**src/rtl/mcp23s17_master_pkg.sv**
```systemverilog
// rtl/mcp23s17_master_pkg.sv - shared state codes, opcode and register constants for the MCP23S17 SPI master
package mcp23s17_master_pkg;

    typedef logic [2:0] master_state_t;

    localparam master_state_t MS_IDLE  = 3'd0;
    localparam master_state_t MS_SETUP = 3'd1;
    localparam master_state_t MS_LOW   = 3'd2;
    localparam master_state_t MS_HIGH  = 3'd3;
    localparam master_state_t MS_GAP   = 3'd4;
    localparam master_state_t MS_HOLD  = 3'd5;
    localparam master_state_t MS_DONE  = 3'd6;

    localparam logic [3:0] MCP_OPCODE_HI = 4'b0100;

    localparam logic [7:0] IOCON = 8'h0A;
    localparam logic [7:0] IODIR = 8'h00;
    localparam logic [7:0] GPIO  = 8'h12;

    function automatic logic [7:0] mcp_opcode(input logic [2:0] hw_addr, input logic rw);
        return {MCP_OPCODE_HI, hw_addr, rw};
    endfunction

    function automatic int max4(input int a, input int b, input int c, input int d);
        int m;
        m = a;
        if (b > m) m = b;
        if (c > m) m = c;
        if (d > m) m = d;
        return m;
    endfunction

endpackage

```
**src/rtl/mcp23s17_master_phase_timer.sv**
```systemverilog
// rtl/mcp23s17_master_phase_timer.sv - loadable down-counter with terminal count, shared by all timed states
module mcp23s17_master_phase_timer #(
    parameter int W = 4
) (
    input  logic         sysClk,
    input  logic         reset,
    input  logic         load,
    input  logic [W-1:0] load_value,
    output logic         tc
);

    logic [W-1:0] count;

    // Loading N-1 makes a state last exactly N cycles; tc marks its last cycle.
    always_ff @(posedge sysClk or negedge reset) begin
        if (!reset) begin
            count <= '0;
        end else if (load) begin
            count <= load_value;
        end else if (count != '0) begin
            count <= count - W'(1);
        end
    end

    assign tc = (count == '0);

endmodule

```
**src/rtl/mcp23s17_master.sv**
```systemverilog
// rtl/mcp23s17_master.sv - SPI master running 3-byte MCP23S17 register read/write frames
module mcp23s17_master
    import mcp23s17_master_pkg::*;
#(
    parameter int         CLK_DIV  = 4,
    parameter int         CS_SETUP = 4,
    parameter int         CS_HOLD  = 4,
    parameter int         BYTE_GAP = 8,
    parameter logic [2:0] HW_ADDR  = 3'b000
) (
    input  logic       sysClk,
    input  logic       reset,
    input  logic       req_i,
    input  logic       rw_i,
    input  logic [7:0] reg_addr_i,
    input  logic [7:0] wr_data_i,
    output logic       ready_o,
    output logic       busy_o,
    output logic       done_o,
    output logic [7:0] rd_data_o,
    output logic       spiClk_o,
    output logic       cs_o,
    output logic       mosi_o,
    input  logic       miso_i
);

    localparam int PHASE_MAX = max4(CLK_DIV, CS_SETUP, CS_HOLD, BYTE_GAP);
    localparam int PW        = $clog2(PHASE_MAX + 1);

    localparam logic [PW-1:0] DIV_LD   = PW'(CLK_DIV - 1);
    localparam logic [PW-1:0] SETUP_LD = PW'(CS_SETUP - 1);
    localparam logic [PW-1:0] HOLD_LD  = PW'(CS_HOLD - 1);
    localparam logic [PW-1:0] GAP_LD   = PW'(BYTE_GAP - 1);

    master_state_t state, state_next;
    logic [23:0]   tx;
    logic [7:0]    rx;
    logic [4:0]    bit_cnt;
    logic          rw_q;
    logic          mosi_q;
    logic [7:0]    rd_q;
    logic          miso_meta, miso_sync;

    logic          load;
    logic [PW-1:0] load_value;
    logic          tc;

    mcp23s17_master_phase_timer #(.W(PW)) u_timer (
        .sysClk     (sysClk),
        .reset      (reset),
        .load       (load),
        .load_value (load_value),
        .tc         (tc)
    );

    // Every state change reloads the timer with the duration of the state being entered.
    always_comb begin
        state_next = state;
        load       = 1'b0;
        load_value = '0;
        case (state)
            MS_IDLE: if (req_i) begin
                state_next = MS_SETUP; load = 1'b1; load_value = SETUP_LD;
            end
            MS_SETUP: if (tc) begin
                state_next = MS_LOW; load = 1'b1; load_value = DIV_LD;
            end
            MS_LOW: if (tc) begin
                state_next = MS_HIGH; load = 1'b1; load_value = DIV_LD;
            end
            MS_HIGH: if (tc) begin
                load = 1'b1;
                if (bit_cnt == 5'd0) begin
                    state_next = MS_HOLD; load_value = HOLD_LD;
                end else if (bit_cnt == 5'd16 || bit_cnt == 5'd8) begin
                    state_next = MS_GAP; load_value = GAP_LD;
                end else begin
                    state_next = MS_LOW; load_value = DIV_LD;
                end
            end
            MS_GAP: if (tc) begin
                state_next = MS_LOW; load = 1'b1; load_value = DIV_LD;
            end
            MS_HOLD: if (tc) begin
                state_next = MS_DONE;
            end
            MS_DONE: state_next = MS_IDLE;
            default: state_next = MS_IDLE;
        endcase
    end

    always_ff @(posedge sysClk or negedge reset) begin
        if (!reset) begin
            state     <= MS_IDLE;
            tx        <= '0;
            rx        <= '0;
            bit_cnt   <= '0;
            rw_q      <= 1'b0;
            mosi_q    <= 1'b0;
            rd_q      <= '0;
            miso_meta <= 1'b0;
            miso_sync <= 1'b0;
        end else begin
            state     <= state_next;
            miso_meta <= miso_i;
            miso_sync <= miso_meta;

            if (state == MS_IDLE && req_i) begin
                tx      <= {mcp_opcode(HW_ADDR, rw_i), reg_addr_i, wr_data_i};
                rw_q    <= rw_i;
                bit_cnt <= 5'd23;
            end

            if (state == MS_HIGH && tc) begin
                tx      <= {tx[22:0], 1'b0};
                rx      <= {rx[6:0], miso_sync};
                bit_cnt <= bit_cnt - 5'd1;
            end

            // Coming straight from MS_HIGH the shift has not landed yet, so look one bit ahead.
            if (state_next == MS_LOW && state != MS_LOW) begin
                mosi_q <= (state == MS_HIGH) ? tx[22] : tx[23];
            end

            if (state == MS_HOLD && tc && rw_q) begin
                rd_q <= rx;
            end
        end
    end

    assign ready_o   = (state == MS_IDLE);
    assign busy_o    = !ready_o;
    assign done_o    = (state == MS_DONE);
    assign cs_o      = (state == MS_IDLE) || (state == MS_DONE);
    assign spiClk_o  = (state == MS_HIGH);
    assign mosi_o    = mosi_q;
    assign rd_data_o = rd_q;

endmodule

```
**config.mk**
```make
export PLATFORM = sky130hd
export DESIGN_NAME = mcp23s17_master
export DESIGN_NICKNAME = d
export VERILOG_FILES = /design/src/rtl/mcp23s17_master_pkg.sv /design/src/rtl/mcp23s17_master_phase_timer.sv /design/src/rtl/mcp23s17_master.sv
export SDC_FILE = /design/constraint.sdc
export NUM_CORES = 1
export LEC_CHECK = 0
export BUFFER_PORTS_ARGS = -buffer_cell sky130_fd_sc_hd__buf_2
export CORE_ASPECT_RATIO = 0.6
export CORE_MARGIN = 5
export CORE_UTILIZATION = 56
export CTS_CLUSTER_DIAMETER = 200
export DETAILED_ROUTE_END_ITERATION = 6
export PLACE_DENSITY = 0.81
export SLEW_MARGIN = 20
export SYNTH_ARGS = -nofsm -noshare
export SYNTH_HDL_FRONTEND = slang
export SYNTH_SLANG_ARGS = --single-unit
```
**constraint.sdc**
```tcl
create_clock -name sysClk -period 2.18 [get_ports sysClk]
set_input_delay 0.327 -clock sysClk [delete_from_list [all_inputs] [get_ports sysClk]]
set_output_delay 0.327 -clock sysClk [all_outputs]
set_load 0.01 [all_outputs]
```
# After elaboration in Yosys (flattened, before gate mapping)
# Cells that the tools add are included.
# totals
register_bits	56
latchBits	0
mem_bits_rw	0
mem_bits_ro	0
in_bits	21
output_inout_bits	14
elab_cells	63
n_memories	0
# op_classes
add_sub_neg	2
multipliers	0
div_mod_pow	0
n_lt_le_gt_ge	0
eq_ne	10
n_shift	0
mux	24
n_bitwise	0
n_reduce_logical	17
# op_table
operator	n
2-to-1 mux 24 bit	2
2-to-1 mux 3 bit	10
one-hot mux 3 bit (5 select lines)	1
2-to-1 mux 5 bit	2
equality test 3 x 2 -> 1 bit, second input constant	3
equality test 3 bit, second input constant	3
one-hot mux 3 bit (3 select lines)	1
2-to-1 mux 4 bit	2
equality test 5 x 4 -> 1 bit, second input constant	1
equality test 5 bit, second input constant	1
logical AND 1 bit	5
zero test 5 bit	1
subtractor 5 x 1 -> 5 bit, second input constant	1
zero test 4 bit	1
2-to-1 mux 2 bit	2
nonzero test 2 bit	2
nonzero test 4 bit	1
OR reduction 4 bit	1
subtractor 4 x 1 -> 4 bit, second input constant	1
equality test 3 x 1 -> 1 bit, second input constant	1
zero test 3 bit	1
2-to-1 mux 1 bit	3
inequality test 3 x 2 -> 1 bit, second input constant	1
OR reduction 3 bit	1
other kinds (4)	5

# Depth between registers and ports, before layout
# Gate-level depths: netlist of the first run.
# logic_depth
word_depth	8
mapped_depth	9
mapped_depth_nobuf	7

# By module
# From an unflattened synthesis of the first run, not the netlist that was laid out.
# hier_totals
cells_unflattened	254
hier_area_um2	2521.2
# modules_own_cells
mod	n_inst	cells_each	area_per_inst_um2	seq_area_each_um2
mcp23s17_master	1	232	2287.2	1301.2
mcp23s17_master_phase_timer	1	22	234.0	100.1

# Worst setup path after synthesis of the first run
# Ideal clock, no wire load.
# synth_timing
path_kind	register -> register
startpoint	reg u_timer.count[0]
endpoint	reg mosi_q, in the netlist mosi_o
setup_time_ns	0.125
arrival_time_ns	1.866
required_ns	2.055
path_slack_ns	0.189
path_stages_with_launch	9
path_buffers	1
period_less_slack_ns	1.991
cell_sequence	dfrtp_1 > inv_1 > ha_1 > or3b_1 > buf_6 > nor3_2 > a21oi_1 > nor4b_4 > mux2_4
# synth_via
elab_chain_len	5
elab_cells_between_ends	8
cone_classes	1 x eq/ne; 5 x mux; 2 x reduce/logical
# synth_lines
item	line_no	rtl
start, declared	mcp23s17_master_phase_timer.sv:12	logic [W-1:0] count;
start signal, assigned	mcp23s17_master_phase_timer.sv:19	count <= load_value;
start signal, assigned	mcp23s17_master_phase_timer.sv:21	count <= count - W'(1);
zero test 4 bit *	mcp23s17_master_phase_timer.sv:25	assign tc = (count == '0);
2-to-1 mux 3 bit, on equally long branches	n/a	
one-hot mux 3 bit (5 select lines) *	mcp23s17_master.sv:61	case (state)
equality test 3 x 2 -> 1 bit *	mcp23s17_master.sv:121	if (state_next == MS_LOW && state != MS_LOW) begin
logical AND 1 bit *	mcp23s17_master.sv:121	
end signal, assigned	mcp23s17_master.sv:122	mosi_q <= (state == MS_HIGH) ? tx[22] : tx[23];
end, declared	mcp23s17_master.sv:40	logic mosi_q;
# Mark *: on every way between the ends. The rest lies on a longest branch, timed or not.
# A chain may end at the register's enable or synchronous reset.

# Worst setup path in the final report of the first run
# Same ends and word-level chain as after synthesis.

==> reports/metrics.json, run 1 <==
{
  "critical_path": {
    "reg2reg_slack_ps": 60,
    "required_ps": 2380,
    "data_arrival_time_of_the_critical_path_ps": 2320,
    "critPathSlowestCell": "sky130_fd_sc_hd__or3b_4",
    "crit_path_max_fanout": 7,
    "worst-path-buf-inv": 1,
    "timing.critical_path.slowest_cell_delay_ps": 450,
    "worst_path_dominant_cell_family": "simple AND/OR/NAND/NOR gates",
    "criticalPathCategory": "reg2reg",
    "reg2regPathDepth": 7,
    "timing.critical_path.cells": "inv_1, ha_2, or3b_4, nor3_2, a21oi_1, nor4b_4, mux2_4",
    "ff_to_ff_start": "u_timer.count[0]",
    "critical_path.startpoint_type": "flop",
    "end_kind": "flop",
    "reg2reg_to": "mosi_o"
  },
  "power": {
    "leakagePower_uw": 0.00147,
    "vdd_ir_drop_max_mv": 0.343,
    "power_density_nw_per_um2": 587
  },
  "synth": {
    "synth_cell_types": 36,
    "synth-seq-cells": 56,
    "post_synth_top_area_cell": "sky130_fd_sc_hd__dfrtp_1",
    "synth-async-reset-ratio": 1.00,
    "synth-edff-count": 0,
    "netlist_area_um2": 2490,
    "synth.yosys.warnings": 0,
    "sequential_element_share_of_the_synthesized_area": 0.563,
    "synth_area_per_cell_um2": 9.54,
    "ys_top_cells_by_area": "sky130_fd_sc_hd__dfrtp_1 56%, sky130_fd_sc_hd__nand2_1 9.2%, sky130_fd_sc_hd__nor2_1 5.3%, sky130_fd_sc_hd__mux2_2 3.6%, sky130_fd_sc_hd__o22ai_1 3.3%",
    "netlist.area_leader.share": 0.563,
    "net_count_synth": 284,
    "synthCells": 261,
    "ys_dominant_reg_cell": "sky130_fd_sc_hd__dfrtp_1"
  },
  "cts": {
    "worst_skew_pair_later_pin_latency_ps": 320,
    "clock_tree.buffer_depth": 2,
    "htreeDepth": 2,
    "clk_transition_reported_paths_ps": 90,
    "clock_tree_from_tritoncts": "built",
    "clock_sinks": 56,
    "clock_tree.root_cell": "sky130_fd_sc_hd__clkbuf_8",
    "cts-buffers-inserted": 5
  },
  "global_route": {
    "grt_util_all_layers": 0.205,
    "number_of_antenna_violations_at_the_first_check_in_global_routing": 0,
    "grt_pass1_vias": 1942,
    "grt_overflow_total": 0,
    "largest_net_degree_at_the_start_of_global_routing": 34,
    "grt_first_pass_wirelength_um": 9110
  },
  "sta": {
    "final_count_of_negative_setup_slack_endpoints": 0,
    "max_slew_margin": 0.633,
    "fin_ws_ps": 58.3,
    "setup_tns_after_final_layout_ps": 0,
    "clock_skew_ps": 14.3,
    "timing.final.crit_period_ps": 2120,
    "max_freq_mhz": 471,
    "worstMarginPinSlew_ps": 550,
    "post-route-period-util": 0.973,
    "grt_setup_unrepaired": "false",
    "finalMaxSlewViolations": 0,
    "hold_viol": 0
  },
  "die": {
    "floorplan.io_pins": 35,
    "die_area_um2": 5930,
    "core-area_um2": 4210,
    "initial_utilization": 0.592,
    "rows": 18,
    "die-height_um": 61.7,
    "die_x_um": 96.1
  },
  "placement": {
    "buffer_ports.inserted": 34,
    "detailed_place.area_um2": 2750,
    "detailedPlacementHpwl_um": 3750,
    "placement.setup.worst_slack_ps": -4.20,
    "routabilityCongestion": 0.872
  },
  "routing": {
    "detailroute.via_count": 2038,
    "drtAntennaViolNets": 0,
    "post_drt_via_cell_ratio": 5.65,
    "drc": 0,
    "route.final.wire_length_um": 5400,
    "routed_wire_length_per_instance_um": 15.0,
    "drt_first_pass_iters": 5,
    "detailedRoute.firstIterationViolations": 146
  },
  "finish": {
    "layout-drive-gt1-share": 0.226,
    "antenna_cells_inserted": 0,
    "fill_cells": 341,
    "num-nets-final": 323,
    "multi_input_comb_area_um2": 1010,
    "area.sequential_um2": 1400,
    "area.growth.synth_to_final_pct": 15.4,
    "postLayoutCoreUtil": 0.682,
    "final_cell_area_um2": 2870
  },
  "status": {
    "result_of_the_run": "complete, no violations"
  },
  "min_path": {
    "holdCritPathClass": "in2reg",
    "timing.hold.worst.start": "miso_i",
    "worst_hold_path.endpoint": "miso_meta",
    "hold_depth": 1
  },
  "job": {
    "cap_viol_max_count": 0
  }
}
## per-stage QoR
step	power [uW]	hold slack, ps	cells
2_1_floorplan	1070	31.4	261
3_3_place_gp	1120	331	351
3_5_place_dp	1120	337	351
4_1_cts	1710	106	360
5_1_grt	1750	109	361
6_report	1690	118	361
## worst max path at each step
stage | start | to | slack, ps | cells past startpoint
after floorplan | u_timer.count[0] | mosi_o | 190 | 8
after global placement | u_timer.count[0] | rd_data_o[2] | 80 | 5
after detailed placement | u_timer.count[0] | mosi_o | -4 | 7
after CTS | u_timer.count[0] | mosi_o | 50 | 7
after global routing | u_timer.count[0] | mosi_o | 30 | 7
final | u_timer.count[0] | mosi_o | 60 | 7
## where the power goes
group	total [uW]	leakage, uW	switching [uW]	internal [uW]
clock network	592	0.0000434	335	258
logic	46.8	0.000705	27.6	19.2
registers	1050	0.000726	4.57	1040
total	1690	0.00147	367	1320
## metal layers
| layer | global-route usage | up-vias | wire length, um |
|---|---|---|---|
| met2 | 0.318 | 78 | 2400 |
| met3 | 0.0464 | 9 | 353 |
| met1 | 0.287 | 995 | 2560 |
| li1 | - | 956 | - |
| met5 | 0 | - | 0 |
| met4 | 0.0749 | 0 | 89 |
## sequential cells by signal, summed over array words and instances (netlist names)
signal         count
state              3
u_timer.count      4
rw_q               1
rd_data_o          8
miso_sync          1
mosi_o             1
tx                24
rx                 8
miso_meta          1
bit_cnt            5
## worst register-to-register path, stage by stage, from the launching register on
cell	delay [ps]
sky130_fd_sc_hd__dfrtp_1	400
sky130_fd_sc_hd__inv_1	70
sky130_fd_sc_hd__ha_2	210
sky130_fd_sc_hd__or3b_4	450
sky130_fd_sc_hd__nor3_2	190
sky130_fd_sc_hd__a21oi_1	100
sky130_fd_sc_hd__nor4b_4	280
sky130_fd_sc_hd__mux2_4	330
## cell type report
| cell class | instances | area share |
|---|---|---|
| clock buffer | 6 | 0.0287 |
| clock inverter | 2 | 0.00522 |
| inverter | 8 | 0.0104 |
| multi-input combinational | 185 | 0.351 |
| sequential | 56 | 0.488 |
| tap | 60 | 0.0261 |
| timing repair buffer | 44 | 0.0906 |
## kinds of logic after synthesis
family | after synthesis | share of synthesized area
flops | 56 | 0.563
mux | 10 | 0.0462
simple gates | 129 | 0.240
fa+ha+maj | 2 | 0.0100
xor+xnor | 2 | 0.00703
buf+inv | 20 | 0.0367
compound gates | 42 | 0.0979
## cells in the mapped netlist (3+ instances only)
cell type,number
sky130_fd_sc_hd__o22ai_1,13
sky130_fd_sc_hd__nand3_1,11
sky130_fd_sc_hd__mux2_2,8
sky130_fd_sc_hd__o21ai_0,16
sky130_fd_sc_hd__nand4_1,3
sky130_fd_sc_hd__clkbuf_1,6
sky130_fd_sc_hd__a21oi_1,7
sky130_fd_sc_hd__inv_1,8
sky130_fd_sc_hd__nand2_1,61
sky130_fd_sc_hd__nand2b_1,4
sky130_fd_sc_hd__buf_2,4
sky130_fd_sc_hd__a22oi_1,3
sky130_fd_sc_hd__nor2_1,35
sky130_fd_sc_hd__dfrtp_1,56
## placed cells by master, fill, tap and decap left out, drive strengths merged, types with 3 or more instances in the layout
cell and instances:
nand2 62, dfrtp 56, buf 43, nor2 36, o21ai 16, o22ai 13, nand3 11, mux2 9
inv 8, a21oi 7, clkbuf 6, nand2b 4, nand4 3, a22oi 3, nor3 3
## repair_timing
item                                    CTS  global route
hold endpoints to repair                  8             0
endpoints found under the setup margin    2            17
buffers inserted                          0             1
gates resized for setup                   1             2
hold buffers                              1             0
pin swaps                                 0             1
(Power assumes the default switching activity.)
==> run 2: changes to the inputs <==
--- a/config.mk
+++ b/config.mk
@@ -5,6 +5,7 @@
 export SDC_FILE = /design/constraint.sdc
 export NUM_CORES = 1
 export LEC_CHECK = 0
+export ABC_AREA = 1
 export BUFFER_PORTS_ARGS = -buffer_cell sky130_fd_sc_hd__buf_2
 export CORE_ASPECT_RATIO = 0.6
 export CORE_MARGIN = 5
==> reports/metrics.json, run 2 <==
{
  "synth": {
    "synth.yosys.warnings": {"value": 0, "change": "unchanged"},
    "yosys-top-cells-count": "56 x sky130_fd_sc_hd__dfrtp_1, 53 x sky130_fd_sc_hd__nand2_1, 35 x sky130_fd_sc_hd__inv_1, 31 x sky130_fd_sc_hd__nor2_1, 21 x sky130_fd_sc_hd__o21ai_0",
    "synth-edff-count": {"value": 0, "change": "unchanged"},
    "ys_dominant_reg_cell": "sky130_fd_sc_hd__dfrtp_1",
    "synth_cell_types": {"value": 33, "change": "-8.3%"},
    "netlist_area": {"value": 2550, "unit": "um^2", "change": "+2.4%"},
    "synth-async-reset-ratio": {"value": 1.00, "change": "unchanged"},
    "net_count_synth": {"value": 298, "change": "+4.9%"},
    "synth-seq-cells": {"value": 56, "change": "unchanged"},
    "ys_top_cells_by_area": "sky130_fd_sc_hd__dfrtp_1 55%, sky130_fd_sc_hd__nand2_1 7.8%, sky130_fd_sc_hd__inv_1 5.2%, sky130_fd_sc_hd__nor2_1 4.6%, sky130_fd_sc_hd__o22ai_1 4.2%",
    "library_cell_with_the_highest_instance_count_after_synthesis": "sky130_fd_sc_hd__dfrtp_1",
    "synth_area_per_cell": {"value": 9.27, "unit": "um^2", "change": "-2.9%"},
    "post_synth_top_area_cell": "sky130_fd_sc_hd__dfrtp_1",
    "netlist.area_leader.share": {"value": 0.550, "change": "-0.0130"},
    "synthCells": {"value": 275, "change": "+5.4%"},
    "sequential_element_share_of_the_synthesized_area": {"value": 0.550, "change": "-0.0130"}
  },
  "global_route": {
    "grt_first_pass_wirelength": {"value": 8620, "unit": "um", "change": "-5.4%"},
    "number_of_antenna_violations_at_the_first_check_in_global_routing": {"value": 0, "change": "unchanged"},
    "grt_pass1_vias": {"value": 1832, "change": "-5.7%"},
    "largest_net_degree_at_the_start_of_global_routing": {"value": 31, "change": "-8.8%"},
    "grt_overflow_total": {"value": 0, "change": "unchanged"},
    "grt_util_all_layers": {"value": 0.176, "change": "-0.0294"}
  },
  "cts": {
    "cts_resizes": {"value": 0, "change": "-1"},
    "clk_transition_reported_paths": {"value": 100, "unit": "ps", "change": "about the same"},
    "post_cts_hold_buffer_count": {"value": 0, "change": "-1"},
    "htreeDepth": {"value": 2, "change": "unchanged"},
    "clock_tree_from_tritoncts": "built",
    "cts_setup_buffers": {"value": 0, "change": "unchanged"},
    "clock_tree.root_cell": "sky130_fd_sc_hd__clkbuf_8",
    "worst_skew_pair_later_pin_latency": {"value": 310, "unit": "ps", "change": "about the same"},
    "cts-buffers-inserted": {"value": 5, "change": "unchanged"},
    "clock_tree.buffer_depth": {"value": 2, "change": "unchanged"},
    "clock_sinks": {"value": 56, "change": "unchanged"}
  },
  "routing": {
    "routed_wire_length_per_instance": {"value": 13.2, "unit": "um", "change": "-12%"},
    "post_drt_via_cell_ratio": {"value": 5.06, "change": "-10%"},
    "detailedRoute.firstIterationViolations": {"value": 124, "change": "-15%"},
    "route.final.wire_length": {"value": 4960, "unit": "um", "change": "-8.2%"},
    "drt_first_pass_iters": {"value": 4, "change": "-1"},
    "drtAntennaViolNets": {"value": 0, "change": "unchanged"},
    "detailroute.via_count": {"value": 1897, "change": "-6.9%"},
    "drc": {"value": 0, "change": "unchanged"}
  },
  "sta": {
    "hold_viol": {"value": 0, "change": "unchanged"},
    "max_freq": {"value": 558, "unit": "MHz", "change": "+18%"},
    "setup_tns_after_final_layout": {"value": 0, "unit": "ps", "change": "unchanged"},
    "clock_skew": {"value": 12.2, "unit": "ps", "change": "-2.12 ps"},
    "final_count_of_negative_setup_slack_endpoints": {"value": 0, "change": "unchanged"},
    "timing.final.crit_period": {"value": 1790, "unit": "ps", "change": "-330 ps"},
    "finalMaxSlewViolations": {"value": 0, "change": "unchanged"},
    "post-route-period-util": {"value": 0.822, "change": "-0.151"},
    "grt_setup_unrepaired": "false",
    "max_slew_margin": {"value": 0.570, "change": "-0.0636"},
    "worstMarginPinSlew": {"value": 646, "unit": "ps", "change": "+95.3 ps"}
  },
  "status": {
    "result_of_the_run": "complete, no violations"
  },
  "critical_path": {
    "end_kind": "flop",
    "timing.critical_path.cells": "inv_1, ha_1, nand2_1, nor2_2, buf_4, nand2_1, nand2_1, nand2_1, nor3_1, nand4_1, nand2_1",
    "criticalPathCategory": "reg2reg",
    "data_arrival_time_of_the_critical_path": {"value": 2050, "unit": "ps", "change": "-270 ps"},
    "critical_path.startpoint": "u_timer.count[0]",
    "crit_path_max_fanout": {"value": 7, "change": "unchanged"},
    "timing.critical_path.slowest_cell_delay": {"value": 380, "unit": "ps", "change": "-70 ps"},
    "cp_common_cell": "sky130_fd_sc_hd__nand2_1",
    "critPathSlowestCell": "sky130_fd_sc_hd__dfrtp_1",
    "ff_to_ff_start": "u_timer.count[0]",
    "worst-path-buf-inv": {"value": 2, "change": "+1"},
    "required": {"value": 2440, "unit": "ps", "change": "+60 ps"},
    "worst_path_dominant_cell_family": "simple AND/OR/NAND/NOR gates",
    "critical_path.startpoint_type": "flop"
  },
  "die": {
    "rows": {"value": 19, "change": "+1"},
    "die-height": {"value": 62.3, "unit": "um", "change": "+0.98%"},
    "core-area": {"value": 4490, "unit": "um^2", "change": "+6.7%"},
    "die_x": {"value": 97.1, "unit": "um", "change": "+1.1%"},
    "floorplan.io_pins": {"value": 35, "change": "unchanged"},
    "initial_utilization": {"value": 0.568, "change": "-0.0240"},
    "die_area": {"value": 6050, "unit": "um^2", "change": "+2.0%"}
  },
  "finish": {
    "regMostFlops": "tx",
    "layoutNonFillerInstCount": {"value": 375, "change": "+3.9%"},
    "flip_flop_count_of_the_largest_register_all_copies_and_words_added": {"value": 24, "change": "unchanged"},
    "layout.cells.most_common": "sky130_fd_sc_hd__dfrtp_1",
    "most-common-layout-cells": "56 x sky130_fd_sc_hd__dfrtp_1, 53 x sky130_fd_sc_hd__nand2_1, 35 x sky130_fd_sc_hd__inv_1, 34 x sky130_fd_sc_hd__buf_2, 31 x sky130_fd_sc_hd__nor2_1",
    "area.growth.synth_to_final_pct": 11.5,
    "antenna_cells_inserted": {"value": 0, "change": "unchanged"},
    "layout-drive-gt1-share": {"value": 0.218, "change": "-0.00796"},
    "num-nets-final": {"value": 334, "change": "+3.4%"},
    "final_cell_area": {"value": 2840, "unit": "um^2", "change": "-1.1%"}
  },
  "placement": {
    "detailedPlacementHpwl": {"value": 3600, "unit": "um", "change": "-4.0%"},
    "detailed_place.area": {"value": 2760, "unit": "um^2", "change": "+0.32%"},
    "place_inst": {"value": 367, "change": "+4.6%"},
    "buffer_ports.inserted": {"value": 34, "change": "unchanged"},
    "routabilityCongestion": {"value": 0.884, "change": "+1.5%"}
  },
  "min_path": {
    "holdCritPathClass": "in2async"
  },
  "power": {
    "vdd_ir_drop_max": {"value": 0.440, "unit": "mV", "change": "+28%"},
    "leakagePower": {"value": 0.00141, "unit": "uW", "change": "-4.2%"},
    "power_density": {"value": 1070, "unit": "nW/um^2", "change": "+82%"},
    "p_total": {"value": 3030, "unit": "uW", "change": "+80%"}
  },
  "job": {
    "cap_viol_max_count": {"value": 0, "change": "unchanged"}
  }
}
run 2: cell count changes after synthesis, sizes merged, moves of 4 or more:
cell / change
a21oi: -4
clkbuf: -6
inv: +32
mux2: -9
nand2: -7
nand2b: -4
nor2: +4
o211ai: +4
o21ai: +8
o22ai: +6
run 2: final cells by class:
cell class / instances / area, um^2
Fill cell: 385 / 1650
Timing Repair Buffer: 38 / 200
Sequential cell: 56 / 1400
Multi-Input combinational cell: 170 / 923
Inverter: 40 / 153
Tap cell: 63 / 78.8
Clock inverter: 2 / 13.8
Clock buffer: 6 / 72.6
run 2: cells by family after synthesis:
kind of cell             Yosys count  synth area share
AO/OA/AOI/OAI                     57             0.144
flip-flops                        56             0.550
buffers and inverters             49            0.0883
adder cells (fa/ha/maj)            2           0.00981
AND/OR/NAND/NOR                  109             0.202
XOR/XNOR                           2           0.00687
run 2: per-layer routing:
metal / GRT usage / vias up / share of wire / routed length (um)
met4: 0.0578 / 0 / 0.015 / 72
met1: 0.257 / 888 / 0.50 / 2500
met3: 0.0459 / 6 / 0.045 / 223
li1: - / 959 / - / -
met5: 0 / - / 0 / 0
met2: 0.254 / 44 / 0.44 / 2160
run 2: stage by stage:
step / hold slack, ps / util / setup WS (ps)
6_report: 28.3 / 0.633 / 388
5_1_grt: 68.2 / 0.633 / 201
4_1_cts: 37.8 / 0.633 / 373
3_5_place_dp: 336 / 0.613 / 410
3_3_place_gp: 334 / 0.613 / 462
2_1_floorplan: 31.4 / - / 636
run 2: final timing paths:
check | to | slack [ps] | cells after the start
worst max-delay path | mosi_o | 390 | 11
worst min register to register | miso_sync | 350 | 0
min in group sysClk | miso_meta | 110 | 1
worst min-delay path | tx[8] | 30 | 1
worst max register to register | mosi_o | 390 | 11
max in group asynchronous | bit_cnt[0] | 1500 | 2
run 2: power by group:
group / total [uW] / switching [uW] / internal [uW]
Clock: 562 / 332 / 230
Combinational: 1010 / 636 / 371
Sequential: 1470 / 174 / 1290
Total: 3030 / 1140 / 1890
